--- src/rtl/mem_arb_pkg.sv ---
// Shared types and constants for the I/D-cache memory port arbiter.
package mem_arb_pkg;

    localparam int ADDR_W_DEF = 28;
    localparam int DATA_W_DEF = 128;

    typedef enum logic [1:0] {
        IDLE    = 2'd0,
        BUSY_I  = 2'd1,
        BUSY_D  = 2'd2,
        RELEASE = 2'd3
    } arbState_e;

    localparam logic [1:0] OWNER_NONE = 2'b00;
    localparam logic [1:0] OWNER_I    = 2'b01;
    localparam logic [1:0] OWNER_D    = 2'b10;

    // Encoding of the client served most recently (round-robin build only).
    localparam logic LAST_I = 1'b0;
    localparam logic LAST_D = 1'b1;

endpackage

--- src/rtl/mem_arb_pick.sv ---
// Winner select between I-cache and D-cache requests.
// MEM_ARB_RR_EN selects round-robin on contention; otherwise D always wins.
module mem_arb_pick
    import mem_arb_pkg::*;
(
    input  logic reqI_i,
    input  logic reqD_i,
`ifdef MEM_ARB_RR_EN
    input  logic lastOwner_i,
`endif
    output logic grantI_o,
    output logic grantD_o
);

    always_comb begin
        grantI_o = 1'b0;
        grantD_o = 1'b0;
`ifdef MEM_ARB_RR_EN
        // On contention the client that was not served last goes first.
        if (reqI_i && reqD_i) begin
            grantI_o = (lastOwner_i == LAST_D);
            grantD_o = (lastOwner_i == LAST_I);
        end else begin
            grantI_o = reqI_i;
            grantD_o = reqD_i;
        end
`else
        grantD_o = reqD_i;
        grantI_o = reqI_i & ~reqD_i;
`endif
    end

endmodule

--- src/rtl/mem_port_arbiter.sv ---
// Shares one memory port between I-cache and D-cache, one line transaction at a time.
// Optional round-robin arbitration via MEM_ARB_RR_EN (default: fixed D priority).
module mem_port_arbiter
    import mem_arb_pkg::*;
#(
    parameter int ADDR_W = ADDR_W_DEF,
    parameter int DATA_W = DATA_W_DEF
) (
    input  logic              clk,
    input  logic              proc_reset,
    input  logic              mem_read_I,
    input  logic              mem_write_I,
    input  logic [ADDR_W-1:0] mem_addr_I,
    input  logic [DATA_W-1:0] mem_wdata_I,
    output logic [DATA_W-1:0] mem_rdata_I,
    output logic              mem_ready_I,
    input  logic              mem_read_D,
    input  logic              mem_write_D,
    input  logic [ADDR_W-1:0] mem_addr_D,
    input  logic [DATA_W-1:0] mem_wdata_D,
    output logic [DATA_W-1:0] mem_rdata_D,
    output logic              mem_ready_D,
    output logic              mem_read,
    output logic              mem_write,
    output logic [ADDR_W-1:0] mem_addr,
    output logic [DATA_W-1:0] mem_wdata,
    input  logic [DATA_W-1:0] mem_rdata,
    input  logic              mem_ready,
    output logic [1:0]        arb_owner
);

    arbState_e         state_q, state_d;
    logic              memRead_q, memRead_d;
    logic              memWrite_q, memWrite_d;
    logic [ADDR_W-1:0] memAddr_q, memAddr_d;
    logic [DATA_W-1:0] memWdata_q, memWdata_d;
    logic              reqI, reqD, grantI, grantD;

    assign reqI = mem_read_I | mem_write_I;
    assign reqD = mem_read_D | mem_write_D;

`ifdef MEM_ARB_RR_EN
    logic lastOwner_q, lastOwner_d;

    always_ff @(posedge clk or posedge proc_reset) begin
        if (proc_reset) lastOwner_q <= LAST_I;
        else            lastOwner_q <= lastOwner_d;
    end
`endif

    mem_arb_pick uPick (
        .reqI_i      (reqI),
        .reqD_i      (reqD),
`ifdef MEM_ARB_RR_EN
        .lastOwner_i (lastOwner_q),
`endif
        .grantI_o    (grantI),
        .grantD_o    (grantD)
    );

    always_ff @(posedge clk or posedge proc_reset) begin
        if (proc_reset) begin
            state_q    <= IDLE;
            memRead_q  <= 1'b0;
            memWrite_q <= 1'b0;
            memAddr_q  <= '0;
            memWdata_q <= '0;
        end else begin
            state_q    <= state_d;
            memRead_q  <= memRead_d;
            memWrite_q <= memWrite_d;
            memAddr_q  <= memAddr_d;
            memWdata_q <= memWdata_d;
        end
    end

    // A read+write request from one client is issued as a write only.
    always_comb begin
        state_d    = state_q;
        memRead_d  = memRead_q;
        memWrite_d = memWrite_q;
        memAddr_d  = memAddr_q;
        memWdata_d = memWdata_q;
`ifdef MEM_ARB_RR_EN
        lastOwner_d = lastOwner_q;
`endif
        case (state_q)
            IDLE: begin
                if (grantD) begin
                    state_d    = BUSY_D;
                    memWrite_d = mem_write_D;
                    memRead_d  = mem_read_D & ~mem_write_D;
                    memAddr_d  = mem_addr_D;
                    memWdata_d = mem_wdata_D;
`ifdef MEM_ARB_RR_EN
                    lastOwner_d = LAST_D;
`endif
                end else if (grantI) begin
                    state_d    = BUSY_I;
                    memWrite_d = mem_write_I;
                    memRead_d  = mem_read_I & ~mem_write_I;
                    memAddr_d  = mem_addr_I;
                    memWdata_d = mem_wdata_I;
`ifdef MEM_ARB_RR_EN
                    lastOwner_d = LAST_I;
`endif
                end
            end
            BUSY_I, BUSY_D: begin
                if (mem_ready) begin
                    state_d    = RELEASE;
                    memRead_d  = 1'b0;
                    memWrite_d = 1'b0;
                end
            end
            RELEASE: state_d = IDLE;
            default: state_d = IDLE;
        endcase
    end

    assign mem_read    = memRead_q;
    assign mem_write   = memWrite_q;
    assign mem_addr    = memAddr_q;
    assign mem_wdata   = memWdata_q;
    assign mem_ready_I = (state_q == BUSY_I) & mem_ready;
    assign mem_ready_D = (state_q == BUSY_D) & mem_ready;
    assign mem_rdata_I = mem_rdata;
    assign mem_rdata_D = mem_rdata;

    always_comb begin
        arb_owner = OWNER_NONE;
        case (state_q)
            BUSY_I:  arb_owner = OWNER_I;
            BUSY_D:  arb_owner = OWNER_D;
            default: arb_owner = OWNER_NONE;
        endcase
    end

    assert property (@(posedge clk) disable iff (proc_reset) !(mem_read_I && mem_write_I));
    assert property (@(posedge clk) disable iff (proc_reset) !(mem_read_D && mem_write_D));

endmodule
--- config.mk ---
export PLATFORM = sky130hd
export DESIGN_NAME = mem_port_arbiter
export DESIGN_NICKNAME = d
export VERILOG_FILES = /design/src/rtl/mem_arb_pkg.sv /design/src/rtl/mem_arb_pick.sv /design/src/rtl/mem_port_arbiter.sv
export SDC_FILE = /design/constraint.sdc
export NUM_CORES = 1
export LEC_CHECK = 0
export CAP_MARGIN = 0
export CORE_AREA = 5 5 336 338
export CTS_BUF_LIST = sky130_fd_sc_hd__clkbuf_4
export DETAILED_ROUTE_END_ITERATION = 12
export DIE_AREA = 0 0 341 343
export MAX_ROUTING_LAYER = met4
export PLACE_DENSITY_LB_ADDON = 0.05
export SYNTH_ARGS = -nofsm -noshare
export SYNTH_HDL_FRONTEND = slang
export SYNTH_HIERARCHICAL = 1
export SYNTH_SLANG_ARGS = --single-unit
--- constraint.sdc ---
create_clock -name clk -period 6.7 [get_ports clk]
set_input_delay 1.34 -clock clk [delete_from_list [all_inputs] [get_ports clk]]
set_output_delay 1.34 -clock clk [all_outputs]
set_load 0.05 [all_outputs]
==> impl_metrics.toml, run 1 <==
[clock_tree]
numCtsBuffers = 17
cts-root-buf = "clkbuf_4"
path_clk_slew_ns = 0.16
cts_hold_buffers = 0
cts_max_level = 4
cts_setup_buffers = 0
clkSinkCount = 160
cts_tree = "built"
post_cts_resized = 0
clock_latency_ns = 0.76
clk_path_buf_depth = 2

[timing]
finalHoldViolCount = 0
setup_violations = 0
fin_crit_sh_pct = 65.9
clock.fmax_mhz = 226
setup_tns_ns = 0
tightest_slew_ns = 0.817
relSlewSlack_pct = 45.6
grt_setup_unrepaired = "false"
period_minus_slack_ns = 4.42
slew_violations = 0
fin_skew_ns = 0.0299

[grt]
grt_pass1_wl_um = 58300
antenna_found_initial = 6
overflow = 0
grt.total_usage_pct = 7.33
grt_pass1_vias = 7631
grt_max_degree = 127

[power]
power_mw = 6.32
combPwrFrac_pct = 61.8
ir_drop_uv = 251
internal_power_mw = 2.94
p_leak_nw = 6.06
p_clk_share_pct = 11.7
power.net_switching_mw = 3.38
p_seq_share_pct = 26.5
swShare_pct = 53.4
p_per_area_mw_per_mm2 = 444

[hold_path]
hold_depth = 2
min_to = "mem_addr[10]"
hp-class = "flop to flop"
hold_start = "mem_addr[10]"

[finish]
drive_above_1_share_pct = 3.64
layout_commonest_cell = "clkdlybuf4s50_1"
fillers = 12500
layout_common_cells = "clkdlybuf4s50_1 (480), dfrtp_1 (160), nand2_1 (157)"
design_area_mm2 = 0.0142
nets = 1621
areaGrowthSynthToFinish_pct = 50.6

[routing]
dr.pass1.iters = 4
drt-total-wl_um = 42500
num_vias = 6952
drc = 0
wl_per_cell_um = 16.2
drt_iter0_drc = 93
viasPerCell = 2.66
drtAntennaViolNets = 0

[logic_synthesis]
ys_seq_elements = 160
syn_nets = 1424
synth_area_mm2 = 0.00946
yosysSeqAreaShare_pct = 42.3
synthDistinctLibCells = 28
ys_warn_count = 6
syn_area_per_cell_um2 = 9.74
synthCells = 971

[place]
dp.final_hpwl_um = 32200
routabilityCongestion = 0.649
placed_area_mm2 = 0.0139
port_buffers = 480

[floorplanning]
start_util_pct = 8.62
coreArea_mm2 = 0.110
dieArea_mm2 = 0.117
die_w_um = 341
ios = 865
die_y_um = 343
row_count = 122

[run]
cap_violations = 0

[setup_path]
startpoint = "mem_ready"
rrSetupSlack_ns = 4.73
crit_arrival_ns = 3.08
slowest_delay_ns = 0.84
crit_slowest_cell = "clkdlybuf4s50_1"
start_kind = "input port"
cp-end-kind = "output port"
crit_chain = "clkdlybuf4s50_1 -> and2_1 -> clkdlybuf4s50_1"
cp_common_cell = "clkdlybuf4s50_1"
worstPathRequired_ns = 5.36
rr_worst_depth = 5
crit-reg2reg-launch = "state_q[0]"
r2r_end = "mem_wdata[106]"
cp_max_fo = 5
worstSetupPathType = "input port to output port"

[status]
status = "finished, final reports clean"
-- sequential cells by signal, indices dropped and copies added, names as in the netlist --
register   count
mem_wdata    128
mem_write      1
state_q        2
mem_read       1
mem_addr      28
-- power by group through the flow --
stage | clock [mW] | combinational, mW | sequential (mW)
after global placement | 0 | 4.05 | 1.70
after CTS | 0.851 | 4.04 | 1.69
after floorplan | 0 | 1.24 | 3.30
final | 0.740 | 3.91 | 1.67
after global routing | 0.868 | 4.18 | 1.74
after detailed placement | 0 | 4.03 | 1.71
-- how the worst max path moves through the flow --
stage                  end  slack (ns)  depth (start not counted)
2_1_floorplan  mem_addr[0]        1.04                          1
3_3_place_gp   mem_ready_D        2.26                          3
3_5_place_dp   mem_ready_D        2.26                          3
4_1_cts        mem_ready_D        2.26                          3
5_1_grt        mem_ready_D        2.24                          3
6_report       mem_ready_D        2.28                          3
-- synthesized netlist by cell type --
library cell	n	area share, %
buf_4	265	21
dfrtp_1	160	42
nand2_1	157	6.2
mux2i_1	156	17
o21ai_0	140	7.4
o21ai_1	18	0.95
buf_2	16	0.85
clkbuf_1	15	0.60
buf_6	8	0.95
ha_1	6	0.79
clkbuf_4	4	0.32
inv_1	4	0.16
and2_1	3	0.20
a22o_1	2	0.19
a2bb2oi_1	2	0.19
nor2_1	2	0.079
or2_2	2	0.13
a21o_1	1	0.079
a32o_1	1	0.11
buf_8	1	0.16
mux2_2	1	0.12
nand2b_1	1	0.066
nand3_1	1	0.053
nor2b_1	1	0.066
nor2b_4	1	0.15
o211ai_1	1	0.079
o21ai_2	1	0.093
or3b_2	1	0.093
-- layout make-up --
class	count	area [um^2]	area share [%]
Timing Repair Buffer	487	4920	34.6
Sequential cell	160	4000	28.1
Multi-Input combinational cell	498	3190	22.4
Tap cell	1426	1780	12.5
Clock inverter	14	160	1.12
Clock buffer	18	135	0.949
Antenna cell	11	27.5	0.193
Inverter	4	22.5	0.158
-- per-stage QoR --
stage	setup WS, ns	hold slack (ns)	std cells	utilization (%)
CTS	2.26	0.509	2607	12.9
global placement	2.26	0.464	2575	12.7
finish	2.28	0.496	2618	13.0
floorplan	1.04	0.555	971	-
detailed placement	2.26	0.469	2575	12.7
global route	2.24	0.526	2617	13.0
-- per-layer routing --
metal	share of wire, %	GRT usage, %	up-vias
met1	39	7.57	3078
met4	3.2	3.13	0
li1	-	-	3383
met3	11	3.82	118
met2	48	11.7	373
met5	0	-	-
-- worst max-delay path: cells and delay by family --
family | cells | cell delay [ns]
buffers and inverters | 2 | 1.48
AND/OR/NAND/NOR | 1 | 0.25
-- cell families (layout without fill, tap and decap cells) --
kind of cell | Yosys count | count (layout) | synth area share (%)
AO/OA/AOI/OAI | 166 | 166 | 9.09
adder cells (fa/ha/maj) | 6 | 6 | 0.794
AND/OR/NAND/NOR | 169 | 169 | 7.07
other | 0 | 11 | 0
multiplexers | 157 | 157 | 16.6
flip-flops | 160 | 160 | 42.3
buffers and inverters | 313 | 523 | 24.1
Power figures use the tool's default switching activity.
==> inputs of run 2 (changes only) <==
--- a/config.mk
+++ b/config.mk
@@ -6,10 +6,10 @@
 export NUM_CORES = 1
 export LEC_CHECK = 0
 export CAP_MARGIN = 0
-export CORE_AREA = 5 5 336 338
+export CORE_AREA = 5 5 333 335
 export CTS_BUF_LIST = sky130_fd_sc_hd__clkbuf_4
 export DETAILED_ROUTE_END_ITERATION = 12
-export DIE_AREA = 0 0 341 343
+export DIE_AREA = 0 0 338 340
 export MAX_ROUTING_LAYER = met4
 export PLACE_DENSITY_LB_ADDON = 0.05
 export SYNTH_ARGS = -nofsm -noshare
==> constraint.sdc (replaced) <==
create_clock -name clk -period 3.8 [get_ports clk]
set_input_delay 0.76 -clock clk [delete_from_list [all_inputs] [get_ports clk]]
set_output_delay 0.76 -clock clk [all_outputs]
set_load 0.05 [all_outputs]
==> run 2 against run 1 <==
Register-to-register slack worse by 2.7 ns; highest routed layer unchanged; via count is 1.9% higher; first-iteration DRC count is 120% higher; worst setup slack worse by 1.8 ns; clock-buffer cell count is 1 lower; utilization is 0.33 points higher; non-clock buffer count is 19 higher; sequential cell count stayed put.
==> impl_metrics.toml, run 2 (synthesis gave the netlist of run 1 again) <==
[timing]
setup_violations = 0
grt_setup_unrepaired = "false"
slew_violations = 0
finalHoldViolCount = 0
setup_tns_ns = 0
tightest_slew_ns = 0.838
fin_skew_ns = 0.0286
fin_crit_sh_pct = 86.8
period_minus_slack_ns = 3.30
relSlewSlack_pct = 42.5
clock.fmax_mhz = 303

[power]
p_per_area_mw_per_mm2 = 770
internal_power_mw = 5.12
power_mw = 11.0
combPwrFrac_pct = 63.0
p_seq_share_pct = 26.8
ir_drop_uv = 187
power.net_switching_mw = 5.92
swShare_pct = 53.6
p_clk_share_pct = 10.1
p_leak_nw = 6.12

[floorplanning]
die_y_um = 340
coreArea_mm2 = 0.108
dieArea_mm2 = 0.115
die_w_um = 338
start_util_pct = 8.77
row_count = 121
ios = 865

[clock_tree]
clkSinkCount = 160
clock_latency_ns = 0.74
cts_setup_buffers = 0
cts-root-buf = "clkbuf_4"
post_cts_resized = 0
cts_hold_buffers = 0
path_clk_slew_ns = 0.15
numCtsBuffers = 17
cts_tree = "built"
clk_path_buf_depth = 2
cts_max_level = 4

[setup_path]
start_kind = "flop"
crit_arrival_ns = 2.54
rrSetupSlack_ns = 2.00
crit_chain = "inv_1 -> ha_1 -> and2_1 -> clkdlybuf4s50_1"
crit_slowest_cell = "clkdlybuf4s50_1"
worstSetupPathType = "flop to output port"
cp-end-kind = "output port"
slowest_delay_ns = 0.81
cp_max_fo = 4
worstPathRequired_ns = 3.04

[routing]
dr.pass1.iters = 4
drt_iter0_drc = 202
drc = 0
wl_met2_um = 19200
wl_per_cell_um = 15.8
drtAntennaViolNets = 0
drt-total-wl_um = 41400
viasPerCell = 2.70
top_layer = "met4"
wl_met1_um = 15700
num_vias = 7082
wl_met3_um = 4750

[grt]
antenna_found_initial = 7
grt_pass1_wl_um = 56800
overflow = 0
grt_max_degree = 84
grt_pass1_vias = 7712
grt.total_usage_pct = 7.22

[finish]
areaGrowthSynthToFinish_pct = 51.7
nets = 1640
largest_reg_flops = 128
drive_above_1_share_pct = 5.25
layout_commonest_cell = "clkdlybuf4s50_1"
final_util_pct = 13.3
fin_cells = 2621
layout_common_cells = "clkdlybuf4s50_1 (480), dfrtp_1 (160), nand2_1 (157)"

[hold_path]
hp-class = "input port to async pin"

[run]
cap_violations = 0

[status]
status = "finished, final reports clean"

[place]
port_buffers = 480
dp.final_hpwl_um = 32600
routabilityCongestion = 0.633
dp.cells = 2582
## run 2: cell count changes in the layout (fill, tap and decap cells not counted), moves of 2 or more
cell,previous run,this run
clkinv_2,3,6
clkinvlp_4,0,3
diode_2,11,7
bufinv_16,3,1
buf_4,2,18
buf_12,5,8
## run 2: final timing paths
kind / from / to / cells past startpoint
worst min-delay path: proc_reset / mem_wdata[54] / 3
max in group asynchronous: proc_reset / mem_addr[1] / 3
worst max register to register: state_q[0] / mem_wdata[7] / 6
worst min register to register: mem_wdata[116] / mem_wdata[116] / 2
worst max-delay path: state_q[1] / mem_ready_I / 4
min in group clk: mem_wdata[116] / mem_wdata[116] / 2
## run 2: final cells by class
class	instances	area, um^2
Antenna cell	7	17.5
Clock buffer	17	128
Clock inverter	15	118
Fill cell	12300	93500
Inverter	4	18.8
Multi-Input combinational cell	498	3190
Sequential cell	160	4000
Tap cell	1414	1770
Timing Repair Buffer	506	5100
## run 2: through the flow
| stage | instance area, um^2 | worst slack (ns) | hold slack, ns |
|---|---|---|---|
| 3_5_place_dp | 14100 | 0.603 | 0.470 |
| 4_1_cts | 14300 | 0.248 | 0.311 |
| 5_1_grt | 14300 | 0.248 | 0.377 |
| 6_report | 14300 | 0.503 | 0.465 |
| 2_1_floorplan | 9460 | 1.01 | 0.555 |
| 3_3_place_gp | 14100 | 0.628 | 0.464 |
## run 2: power groups by stage
stage | clock (mW) | combinational (mW) | sequential (mW)
finish | 1.12 | 6.96 | 2.96
global route | 1.30 | 7.47 | 3.09
CTS | 1.28 | 7.19 | 2.99
detailed placement | 0 | 7.18 | 3.02
global placement | 0 | 7.24 | 3.01
floorplan | 0 | 2.18 | 5.82
## run 2: per-layer routing
metal  global-route usage [%]  up-vias
li1                         -     3410
met4                     3.86        0
met2                     11.4      350
met3                     3.72      151
met1                     7.29     3171
met5                        -        -
## run 2: worst max-delay path: cells and delay by family, from the launching register on
| family | cells | cell delay [ns] |
|---|---|---|
| fa+ha+maj | 1 | 0.24 |
| buf+inv | 2 | 0.95 |
| flops | 1 | 0.45 |
| simple gates | 1 | 0.17 |
